$ cat config.mk
export PLATFORM = sky130hd
export DESIGN_NAME = hack_rom_loader
export DESIGN_NICKNAME = d
export VERILOG_FILES = /design/src/rtl/hack_rom_loader.sv
export SDC_FILE = /design/constraint.sdc
export NUM_CORES = 1
export LEC_CHECK = 0
export BUFFER_PORTS_ARGS = -buffer_cell sky130_fd_sc_hd__buf_2
export CAP_MARGIN = 40
export CORE_ASPECT_RATIO = 0.6
export CORE_MARGIN = 2
export CORE_UTILIZATION = 30
export DETAILED_ROUTE_END_ITERATION = 10
export GPL_TIMING_DRIVEN = 1
export PLACE_DENSITY = 0.55
export RECOVER_POWER = 25
export SYNTH_ARGS = -nofsm -noshare
export SYNTH_HDL_FRONTEND = slang
export SYNTH_SLANG_ARGS = --single-unit
$ cat constraint.sdc
create_clock -name i_clk -period 7.22 [get_ports i_clk]
set_input_delay 0 -clock i_clk [delete_from_list [all_inputs] [get_ports i_clk]]
set_output_delay 0 -clock i_clk [all_outputs]
set_load 0.02 [all_outputs]
$ cat src/rtl/hack_rom_loader.sv
// Byte-stream loader for the Hack instruction ROM: parses a length-prefixed word stream
// and writes it to instruction memory while holding the CPU in reset. Optional macro: HACK_ROM_LOADER_CHECKSUM_EN.
module hack_rom_loader #(
  parameter int DEPTH = 32768
) (
  input  logic        i_clk,
  input  logic        i_reset,
  input  logic        i_start,
  input  logic        i_byte_valid,
  input  logic [7:0]  i_byte,
  output logic        o_byte_ready,
  output logic        o_wr_en,
  output logic [14:0] o_wr_addr,
  output logic [15:0] o_wr_data,
  output logic        o_cpu_reset,
  output logic        o_busy,
  output logic        o_done,
  output logic        o_error
);

  typedef enum logic [2:0] {
    IDLE, LEN_HI, LEN_LO, DATA_HI, DATA_LO, CSUM, DONE, ERROR
  } state_t;

  localparam logic [16:0] DEPTH_W = 17'(DEPTH);

  state_t      state, state_nx;
  logic [7:0]  hi_q;
  logic [15:0] len_q, idx_q;
  logic        accept, restart, len_bad, last_word;
  logic [15:0] len_in;

  assign accept    = i_byte_valid && o_byte_ready;
  assign restart   = i_start && (state == IDLE || state == DONE || state == ERROR);
  assign len_in    = {hi_q, i_byte};
  assign len_bad   = (len_in == 16'd0) || ({1'b0, len_in} > DEPTH_W);
  assign last_word = (idx_q + 16'd1 == len_q);

`ifdef HACK_ROM_LOADER_CHECKSUM_EN
  logic [7:0] csum_q;
  always_ff @(posedge i_clk) begin
    if (i_reset || restart) csum_q <= 8'd0;
    else if (accept && state != CSUM) csum_q <= csum_q + i_byte;
  end
`endif

  always_ff @(posedge i_clk) begin
    if (i_reset) state <= IDLE;
    else         state <= state_nx;
  end

  always_comb begin
    state_nx = state;
    case (state)
      IDLE, DONE, ERROR: if (i_start) state_nx = LEN_HI;
      LEN_HI:  if (accept) state_nx = LEN_LO;
      LEN_LO:  if (accept) state_nx = len_bad ? ERROR : DATA_HI;
      DATA_HI: if (accept) state_nx = DATA_LO;
      DATA_LO: if (accept) begin
        if (!last_word) state_nx = DATA_HI;
`ifdef HACK_ROM_LOADER_CHECKSUM_EN
        else            state_nx = CSUM;
`else
        else            state_nx = DONE;
`endif
      end
`ifdef HACK_ROM_LOADER_CHECKSUM_EN
      CSUM:    if (accept) state_nx = (i_byte == csum_q) ? DONE : ERROR;
`endif
      default: state_nx = state;
    endcase
  end

  // Write port registers: strobe lasts one cycle, address/data hold until the next word.
  always_ff @(posedge i_clk) begin
    if (i_reset) begin
      o_wr_en   <= 1'b0;
      o_wr_addr <= '0;
      o_wr_data <= '0;
      idx_q     <= '0;
      hi_q      <= '0;
      len_q     <= '0;
    end else begin
      o_wr_en <= 1'b0;
      if (restart) idx_q <= '0;
      if (accept) begin
        case (state)
          LEN_HI, DATA_HI: hi_q <= i_byte;
          LEN_LO:          len_q <= len_in;
          DATA_LO: begin
            o_wr_en   <= 1'b1;
            o_wr_addr <= idx_q[14:0];
            o_wr_data <= {hi_q, i_byte};
            idx_q     <= idx_q + 16'd1;
          end
          default: ;
        endcase
      end
    end
  end

  always_comb begin
    o_byte_ready = (state == LEN_HI) || (state == LEN_LO) || (state == DATA_HI) ||
                   (state == DATA_LO) || (state == CSUM);
    o_busy       = o_byte_ready;
    o_done       = (state == DONE);
    o_error      = (state == ERROR);
    // Hold the CPU through the cycle carrying the final write so it never sees a half-written ROM.
    o_cpu_reset  = (state != DONE) || o_wr_en;
  end

endmodule

==> impl_metrics.json <==
{
  "post-route-util_pct": 37.1,
  "area_growth_syn_to_layout_pct": 19.4,
  "num_vias": 3273,
  "path_buf_inv": 1,
  "cp_top_family": "simple AND/OR/NAND/NOR gates",
  "fin_crit_sh_pct": 40.0,
  "synth-edff-count": 0,
  "detail_route.wl_per_cell_um": 15.2,
  "drtIter0Drc": 234,
  "reg2reg_from": "state[0]",
  "yosysWarnings": 0,
  "avgViaCountPerCell": 4.97,
  "fmax_ghz": 0.346,
  "dp.cells": 635,
  "hold_class": "in2reg",
  "drv_slew": 0,
  "tightest_slew_ns": 0.775,
  "cts-root-buf": "clkbuf_16",
  "fin_setup_tns_ns": 0,
  "power_leakage_nw": 1.47,
  "core_um2": 11400,
  "crit_chain": "nor3b_1 > and2_1 > buf_4 > nand2b_1 > o41ai_1",
  "synth_cells": 457,
  "max-cap-violations": 0,
  "grt_pass1_vias": 2892,
  "ant_nets": 0,
  "crit_end": "idx_q[8]",
  "status": "complete, no violations",
  "cts_resized": 0,
  "cts_made_buffers": 9,
  "crit_cells": 5,
  "cp-end-kind": "flop",
  "antenna_found_initial": 0,
  "ys_ff_latch": 75,
  "layout-drive-gt1-share_pct": 10.2,
  "ff2ff_path_depth": 5,
  "max_slew_margin_pct": 48.1,
  "grt_max_degree": 63,
  "grt_pass1_wl_um": 15900,
  "cts_max_level": 3,
  "n_antenna_cell": 0,
  "clk_latency_ns": 0.33,
  "cpMaxStageDelayCell": "o41ai_1",
  "avgSynthCellArea_um2": 7.73,
  "start_util_pct": 31.0,
  "die_h_um": 88.0,
  "r2r_slack_ns": 4.33,
  "final_cell_mix": "nand2_1 (123), dfxtp_1 (75), a21oi_1 (60)",
  "cts_tree": "built",
  "dieArea_um2": 12700,
  "critical_path_arrival_ns": 3.06,
  "clk_pin_slew_ns": 0.06,
  "finalSetupViolCount": 0,
  "syn-num-nets": 470,
  "async_flop_share_pct": 0,
  "grt_usage_pct": 16.4,
  "startpoint_type": "flop",
  "wl_um": 10000,
  "hold_viol_final": 0,
  "dr.pass1.iters": 7,
  "crit_type": "reg2reg",
  "clockBufferDepth": 2,
  "place_congestion": 0.878,
  "crit_required_ns": 7.39,
  "ys_types": 54,
  "seq_area_frac_synth_pct": 42.5,
  "synth_flop_cell": "dfxtp_1",
  "nets": 507,
  "layoutNonFillerInstCount": 659,
  "clock-sinks": 75,
  "final_common_cell": "nand2_1",
  "finClkSkew_ns": 0.00597,
  "rows": 30,
  "drcViolationCount": 0,
  "ios": 49,
  "fin_crit_ns": 2.89,
  "p_per_area_nw_per_um2": 222,
  "worstPathMaxFanout": 34,
  "overflow": 0,
  "dp_hpwl_um": 7000,
  "critPathMaxStageDelay_ns": 0.67,
  "synthesis.area_um2": 3530,
  "critPathLaunch": "state[0]",
  "rsz0062_at_grt": "false",
  "portBuffers": 48,
  "ir_drop_mv": 0.105,
  "r2r_end": "idx_q[8]",
  "die_w_um": 144
}
flip-flops by register name, summed over array words and instances (netlist names):
name and flops:
o_wr_data 16, idx_q 16, hi_q 8, o_wr_addr 15, o_wr_en 1, len_q 16
state 3
metrics by stage:
| stage | hold WS (ns) | worst slack (ns) | total power [mW] | area (um^2) |
|---|---|---|---|---|
| final | 0.0321 | 4.33 | 0.938 | 4220 |
| after global routing | 0.0612 | 4.07 | 0.971 | 4220 |
| after CTS | 0.0348 | 4.35 | 0.945 | 4250 |
| after detailed placement | 0.288 | 4.38 | 0.484 | 3870 |
| after global placement | 0.289 | 4.36 | 0.483 | 3850 |
| after floorplan | 0.136 | 4.82 | 0.466 | 3530 |
layer usage:
metal | track usage (%) | vias up | wire length, um
li1 | - | 1636 | -
met1 | 25.6 | 1516 | 5410
met2 | 21.3 | 112 | 3790
met3 | 4.48 | 9 | 725
met4 | 4.63 | 0 | 105
met5 | 0 | - | 0
Yosys cell counts (all sizes together) (3+ instances only):
cell type  count  area, um^2
clkbuf        26        97.6
nor2          21        78.8
nand2        124         468
o31ai          4        30.0
a21oi         60         300
o21ai         25         125
nor3           5        36.3
a21o           3        22.5
dfxtp         75        1500
nand3b         3        22.5
xnor2         17         149
inv            3        11.3
nor4           6        58.8
nor2b          5        31.3
o41ai          3        33.8
buf            9        52.6
and2           3        18.8
or3            4        30.0
nand3         19         108
xor2           8        70.1
nand4          6        52.6
and3           4        30.0
power breakdown:
group / total [mW] / leakage (nW) / switching [mW] / internal, mW
registers: 0.429 / 0.605 / 0.00993 / 0.419
clock network: 0.459 / 0.153 / 0.173 / 0.286
logic: 0.0504 / 0.716 / 0.0319 / 0.0185
total: 0.938 / 1.47 / 0.214 / 0.723
repair_timing:
item,4_1_cts,5_1_grt
buffers inserted,0,0
endpoints found under the hold margin,22,0
hold buffers,8,0
endpoints found under the setup margin,0,0
worst register-to-register path, cell delays in order (launching register included):
cell      delay (ns)
dfxtp_1         0.55
nor3b_1         0.47
and2_1          0.18
buf_4           0.35
nand2b_1        0.51
o41ai_1         0.67
worst min-delay path by stage:
stage / from / endpoint / slack, ns / cells past startpoint
floorplan: i_byte[0] / len_q[0] / 0.14 / 2
global placement: i_byte[4] / o_wr_data[4] / 0.29 / 3
detailed placement: i_byte[4] / o_wr_data[4] / 0.29 / 3
CTS: i_start / state[1] / 0.03 / 4
global route: i_start / state[1] / 0.06 / 4
finish: i_start / state[1] / 0.03 / 4
cell families (layout without fill, tap and decap cells):
group / after synthesis / after routing / share of synthesized area [%]
adder cells (fa/ha/maj): 1 / 1 / 0.354
AO/OA/AOI/OAI: 110 / 110 / 17.9
XOR/XNOR: 25 / 25 / 6.20
AND/OR/NAND/NOR: 208 / 208 / 28.4
flip-flops: 75 / 75 / 42.5
buffers and inverters: 38 / 80 / 4.57
cell type report:
type | count | area (um^2)
clock buffers | 12 | 256
clock inverters | 4 | 48.8
fillers | 1189 | 7160
inverters | 3 | 11.3
multi-input cells | 344 | 1870
flip-flops and latches | 75 | 1500
well taps | 160 | 200
repair buffers | 61 | 330
Note: power is estimated with default switching activity, not from simulation.
